**config.mk**
```make
export PLATFORM = sky130hd
export DESIGN_NAME = fft_twiddle_sched
export DESIGN_NICKNAME = d
export VERILOG_FILES = /design/src/rtl/fft_twiddle_sched_pkg.sv /design/src/rtl/fft_addr_gen.sv /design/src/rtl/fft_twiddle_sched.sv
export SDC_FILE = /design/constraint.sdc
export NUM_CORES = 1
export LEC_CHECK = 0
export BUFFER_PORTS_ARGS = -buffer_cell sky130_fd_sc_hd__buf_2
export CAP_MARGIN = 20
export CORE_MARGIN = 4
export CORE_UTILIZATION = 55
export DETAILED_ROUTE_END_ITERATION = 10
export HOLD_SLACK_MARGIN = 0.08
export PLACE_DENSITY = 0.76
export SYNTH_ARGS = -nofsm -noshare
export SYNTH_HDL_FRONTEND = slang
export SYNTH_SLANG_ARGS = --single-unit
```
**constraint.sdc**
```tcl
create_clock -name clk -period 6.5 [get_ports clk]
set_input_delay 1.625 -clock clk [delete_from_list [all_inputs] [get_ports clk]]
set_output_delay 1.625 -clock clk [all_outputs]
set_load 0.05 [all_outputs]
```
**src/rtl/fft_twiddle_sched_pkg.sv**
```systemverilog
// Shared constants and FSM encoding for the radix-2 128-point FFT butterfly scheduler.
package fft_twiddle_sched_pkg;

   localparam int FFT_LEN      = 128;
   localparam int N_STAGES     = $clog2(FFT_LEN);     // 7 stages of butterflies
   localparam int BF_PER_STAGE = FFT_LEN / 2;         // 64 butterflies per stage
   localparam int ADDR_W       = $clog2(FFT_LEN);     // sample address width
   localparam int TW_W         = N_STAGES - 1;        // 64-entry twiddle table index
   localparam int STAGE_W      = 3;
   localparam int K_W          = $clog2(BF_PER_STAGE);
   localparam int DRAIN_W      = 4;                   // holds PIPE_LAT up to 15

   typedef enum logic [1:0] {
      ST_IDLE  = 2'd0,
      ST_RUN   = 2'd1,
      ST_DRAIN = 2'd2,
      ST_DONE  = 2'd3
   } state_t;

endpackage

```
**src/rtl/fft_addr_gen.sv**
```systemverilog
// Maps (stage, butterfly index) to registered sample addresses and twiddle index.
import fft_twiddle_sched_pkg::*;

module fft_addr_gen (
   input  logic                 clk,
   input  logic                 rst,
   input  logic                 i_load,
   input  logic                 i_clear,
   input  logic [STAGE_W-1:0]   i_stage,
   input  logic [K_W-1:0]       i_k,
   output logic [ADDR_W-1:0]    o_addr_a,
   output logic [ADDR_W-1:0]    o_addr_b,
   output logic [TW_W-1:0]      o_tw_idx
);

   logic [ADDR_W-1:0] w_k_ext;
   logic [ADDR_W-1:0] w_h;
   logic [ADDR_W-1:0] w_pos;
   logic [ADDR_W-1:0] w_grp;
   logic [ADDR_W-1:0] w_addr_a;
   logic [TW_W-1:0]   w_tw;

   logic [ADDR_W-1:0] r_addr_a;
   logic [ADDR_W-1:0] r_addr_b;
   logic [TW_W-1:0]   r_tw_idx;

   // Butterfly span h=2^s; upper leg sits in group grp at offset pos, lower leg h above it.
   always_comb begin
      w_k_ext  = {1'b0, i_k};
      w_h      = 7'd1 << i_stage;
      w_pos    = w_k_ext & (w_h - 7'd1);
      w_grp    = w_k_ext >> i_stage;
      w_addr_a = (w_grp << (i_stage + 3'd1)) | w_pos;
      w_tw     = w_pos[TW_W-1:0] << (3'd6 - i_stage);
   end

   // Output registers: load the next issue's addresses, clear when returning to idle.
   always_ff @(posedge clk or posedge rst) begin
      if (rst) begin
         r_addr_a <= '0;
         r_addr_b <= '0;
         r_tw_idx <= '0;
      end else if (i_clear) begin
         r_addr_a <= '0;
         r_addr_b <= '0;
         r_tw_idx <= '0;
      end else if (i_load) begin
         r_addr_a <= w_addr_a;
         r_addr_b <= w_addr_a + w_h;
         r_tw_idx <= w_tw;
      end
   end

   assign o_addr_a = r_addr_a;
   assign o_addr_b = r_addr_b;
   assign o_tw_idx = r_tw_idx;

endmodule

```
**src/rtl/fft_twiddle_sched.sv**
```systemverilog
// Butterfly issue scheduler for a 128-point radix-2 FFT: FSM, butterfly and drain counters.
import fft_twiddle_sched_pkg::*;

module fft_twiddle_sched #(
   parameter int PIPE_LAT = 4,
   parameter int N_LOG2   = 7
) (
   input  logic                clk,
   input  logic                rst,
   input  logic                start,
   input  logic                stall,
   output logic                ready,
   output logic                busy,
   output logic                bf_valid,
   output logic [STAGE_W-1:0]  stage,
   output logic [ADDR_W-1:0]   addr_a,
   output logic [ADDR_W-1:0]   addr_b,
   output logic [TW_W-1:0]     tw_idx,
   output logic                done
);

   localparam logic [STAGE_W-1:0] STAGE_LAST = STAGE_W'(N_LOG2 - 1);
   localparam logic [K_W-1:0]     K_LAST     = K_W'(BF_PER_STAGE - 1);
   localparam logic [DRAIN_W-1:0] DRAIN_LOAD = DRAIN_W'(PIPE_LAT);

   state_t               r_state;
   state_t               w_state_next;
   logic [STAGE_W-1:0]   r_stage;
   logic [STAGE_W-1:0]   w_stage_next;
   logic [K_W-1:0]       r_k;
   logic [K_W-1:0]       w_k_next;
   logic [DRAIN_W-1:0]   r_drain;
   logic [DRAIN_W-1:0]   w_drain_next;
   logic                 w_addr_load;
   logic                 w_addr_clear;

   // State and counter registers.
   always_ff @(posedge clk or posedge rst) begin
      if (rst) begin
         r_state <= ST_IDLE;
         r_stage <= '0;
         r_k     <= '0;
         r_drain <= '0;
      end else begin
         r_state <= w_state_next;
         r_stage <= w_stage_next;
         r_k     <= w_k_next;
         r_drain <= w_drain_next;
      end
   end

   // Next-state and counter update; a stalled RUN cycle changes nothing.
   always_comb begin
      w_state_next = r_state;
      w_stage_next = r_stage;
      w_k_next     = r_k;
      w_drain_next = r_drain;
      case (r_state)
         ST_IDLE: begin
            if (start) begin
               w_state_next = ST_RUN;
               w_stage_next = '0;
               w_k_next     = '0;
            end
         end
         ST_RUN: begin
            if (!stall) begin
               if (r_k == K_LAST) begin
                  w_state_next = ST_DRAIN;
                  w_drain_next = DRAIN_LOAD;
                  w_k_next     = '0;
               end else begin
                  w_k_next = r_k + 1'b1;
               end
            end
         end
         ST_DRAIN: begin
            // PIPE_LAT idle cycles let the butterfly pipeline flush before the next stage.
            w_drain_next = r_drain - 1'b1;
            if (r_drain <= 4'd1) begin
               w_drain_next = '0;
               if (r_stage == STAGE_LAST) begin
                  w_state_next = ST_DONE;
               end else begin
                  w_state_next = ST_RUN;
                  w_stage_next = r_stage + 1'b1;
                  w_k_next     = '0;
               end
            end
         end
         ST_DONE: begin
            w_state_next = ST_IDLE;
            w_stage_next = '0;
            w_k_next     = '0;
         end
         default: begin
            w_state_next = ST_IDLE;
         end
      endcase
   end

   // Addresses follow the (stage,k) that will be presented in the next RUN cycle.
   assign w_addr_load  = (w_state_next == ST_RUN);
   assign w_addr_clear = (w_state_next == ST_IDLE);

   fft_addr_gen u_addr_gen (
      .clk      (clk),
      .rst      (rst),
      .i_load   (w_addr_load),
      .i_clear  (w_addr_clear),
      .i_stage  (w_stage_next),
      .i_k      (w_k_next),
      .o_addr_a (addr_a),
      .o_addr_b (addr_b),
      .o_tw_idx (tw_idx)
   );

   assign ready    = (r_state == ST_IDLE);
   assign busy     = (r_state == ST_RUN) || (r_state == ST_DRAIN);
   assign bf_valid = (r_state == ST_RUN) && !stall;
   assign done     = (r_state == ST_DONE);
   assign stage    = r_stage;

endmodule

```
==> results.yml <==
clock_network:
  insertion_delay_ns: 0.29
  clock_sinks: 35
  path_clk_slew_ns: 0.07
  cts_hold_buf: 0
  cts_tree: "done"
  cts_max_path_buffers: 2
  post_cts_buffers: 0
  htreeDepth: 2
  root_buffer: "clkbuf_8"
  numCtsBuffers: 5
  post_cts_resized: 0
worst_setup_path:
  cp.required_ns: 6.68
  end_kind: "flip-flop"
  critPathLaunchType: "input pin"
  path_class: "input pin to flip-flop"
  cp.arrival_ns: 5.73
  crit_fanout: 10
sta:
  fmax_mhz: 180
  final.setup.tns_ns: 0
  relSlewSlack_pct: 55.7
  fin_crit_ns: 5.55
  hold_viol: 0
  setup_viol: 0
  finalMaxSlewViolations: 0
  clock_skew_ns: 0.00719
  period_share_pct: 85.3
  tightestPinTransition_ns: 0.662
  rsz0062_at_grt: "false"
routing:
  drtIter0Drc: 191
  wl_per_cell_um: 16.4
  routed-via-count: 2524
  drt-pass1-iter-count: 5
  drt_wl_total_um: 6890
  drtAntennaViolNets: 0
  drc_errors: 0
  via_per_inst: 6.02
final_layout:
  antenna_cells: 0
  syn_to_final_growth_pct: 12.6
  final_nets: 378
  drive_gt1_share_pct: 16.5
floorplan:
  die_width_um: 79.3
  rows: 25
  core_area_um2: 4820
  num_io_pins: 31
  die_h_um: 79.3
  start_util_pct: 58.0
  die-area_um2: 6290
grt:
  antenna_found_initial: 0
  grt_first_pass_wirelength_um: 11700
  grtUsageTotal_pct: 23.7
  grt_max_degree: 36
  grt-ovfl-total: 0
  grt_pass1_vias: 2392
power:
  power.share.clock_pct: 30.3
  p_leak_nw: 1.52
  combPwrFrac_pct: 37.0
  p_sw_uw: 308
  power_frac_seq_pct: 32.7
  cellPowerDensity_nw_per_um2: 247
  power_switching_share_pct: 39.6
  total_power_uw: 777
  p_int_uw: 469
  vdd_drop_max_mv: 0.129
logic_synthesis:
  yosys.area_share.xor_xnor_pct: 3.45
  synth_compound_area_share_pct: 26.4
  syn_nets: 349
  synth-edff-count: 0
  yosysSeqAreaShare_pct: 31.3
  synth.avg_cell_area_um2: 8.68
  synth_warnings: 0
  synth-simple-area-share_pct: 19.5
  synthMuxAreaShare_pct: 3.98
  ys_async_sr_fraction_pct: 100
  synthAdderAreaFrac_pct: 10.6
  synthDominantCellAreaShare_pct: 31.3
  yosysTopAreaCell: "dfrtp_1"
  synth.cell_area_um2: 2800
  ys_seq_elements: 35
  synth_top_family_by_area: "compound AO/OA/AOI/OAI gates"
  synthCells: 322
  ys.flop_type: "dfrtp_1"
  synth_area_leaders: "dfrtp_1 (31%), ha_1 (9.8%), nand2_1 (4.3%)"
  ys_types: 63
placement:
  gp_routability_congestion: 0.975
  io_buffers: 30
  hpwl_um: 5240
flow_run:
  maxCapViolCount: 0
hold_path:
  worstHoldPathType: "flip-flop to flip-flop"
status:
  outcome: "finished clean"
[layer usage]
metal / up-vias / track usage (%) / share of wire [%]
met3: 8 / 4.20 / 5.1
met1: 1198 / 32.8 / 49
met2: 73 / 37.8 / 45
met4: 0 / 6.70 / 1.2
li1: 1245 / - / -
met5: - / 0 / 0
[per-stage QoR]
step | utilization [%] | hold slack (ns) | cell area [um^2] | cells | setup WS (ns)
after global placement | 62.5 | 0.446 | 3010 | 411 | 0.735
after floorplan | - | 0.473 | 2800 | 322 | 1.08
final | 65.3 | 0.464 | 3150 | 419 | 0.954
after global routing | 65.3 | 0.497 | 3150 | 419 | 0.609
after detailed placement | 62.5 | 0.451 | 3010 | 411 | 0.660
after CTS | 65.3 | 0.468 | 3150 | 419 | 0.955
[sequential cells by signal, indices dropped and copies added (netlist names)]
signal / cells
u_addr_gen.o_addr_a: 7
u_addr_gen.o_addr_b: 7
r_k: 6
u_addr_gen.o_tw_idx: 6
r_drain: 4
stage: 3
r_state: 2
[worst max-delay path, cell delays in order]
cell and delay (ns):
buf_2 0.11, nor2b_1 0.07, o21a_1 0.17, a221o_1 0.31, inv_2 0.18, ha_1 0.31, and2_1 0.22, inv_1 0.07
ha_1 0.20, nor2b_1 0.15, xnor2_1 0.14, nor2_1 0.05, o21ai_0 0.33, o31ai_1 0.13, a221o_1 0.33, ha_1 0.29
inv_1 0.10, o21bai_1 0.08, a21oi_1 0.17, xor2_1 0.09, or3_1 0.32, a32o_1 0.26
[layout by cell type, fill, tap and decap left out, types with 9 or more instances in the layout]
master / synthesis / routed
a21oi_1: 15 / 15
buf_2: 3 / 30
dfrtp_1: 35 / 35
ha_1: 22 / 22
inv_1: 22 / 22
nand2_1: 32 / 32
nor2_1: 17 / 17
nor3_1: 16 / 16
o21ai_0: 20 / 20
xnor2_1: 9 / 9
[area by class of cell]
| cell class | count | area [um^2] |
|---|---|---|
| clock buffer | 5 | 68.8 |
| multi-input combinational | 252 | 1790 |
| sequential | 35 | 876 |
| inverter | 24 | 90.1 |
| tap | 67 | 83.8 |
| clock inverter | 3 | 67.6 |
| fill | 423 | 1670 |
| timing repair buffer | 33 | 173 |
[path summary, 6_finish.rpt]
check	from	to	slack, ns	depth (start not counted)
worst max-delay path	start	u_addr_gen.o_addr_b[6]	0.95	22
worst min-delay path	u_addr_gen.o_addr_a[6]	u_addr_gen.o_addr_a[6]	0.46	2
worst max register to register	r_state[0]	u_addr_gen.o_addr_b[6]	1.36	23
worst min register to register	u_addr_gen.o_addr_a[6]	u_addr_gen.o_addr_a[6]	0.46	2
max in group asynchronous	rst	r_k[1]	4.77	3
min in group asynchronous	rst	u_addr_gen.o_addr_b[6]	1.42	3
[synthesized netlist by cell type, drive strengths merged, types with 7 or more instances]
library cell	number
inv	24
ha	22
xnor2	9
nor3	16
a21o	8
a21oi	15
nor2b	7
a22o	7
o21ai	20
nand2	32
clkbuf	8
and2	8
nor2	17
dfrtp	35
[logic make-up (layout without fill, tap and decap cells)]
family	after synthesis	count (layout)
AOI/OAI and AO/OA	102	102
xor gates and xnor gates	11	11
adders and majority gates	23	23
buffers and inverters	35	65
DFF	35	35
muxes	9	9
and+or+nand+nor	107	107
[power by group through the flow]
stage / Combinational [mW] / Sequential (mW) / Clock, mW
after global placement: 0.282 / 0.258 / 0
after detailed placement: 0.285 / 0.259 / 0
final: 0.287 / 0.255 / 0.236
after CTS: 0.287 / 0.255 / 0.241
after floorplan: 0.186 / 0.293 / 0
after global routing: 0.313 / 0.258 / 0.252
Power figures use the tool's default switching activity.
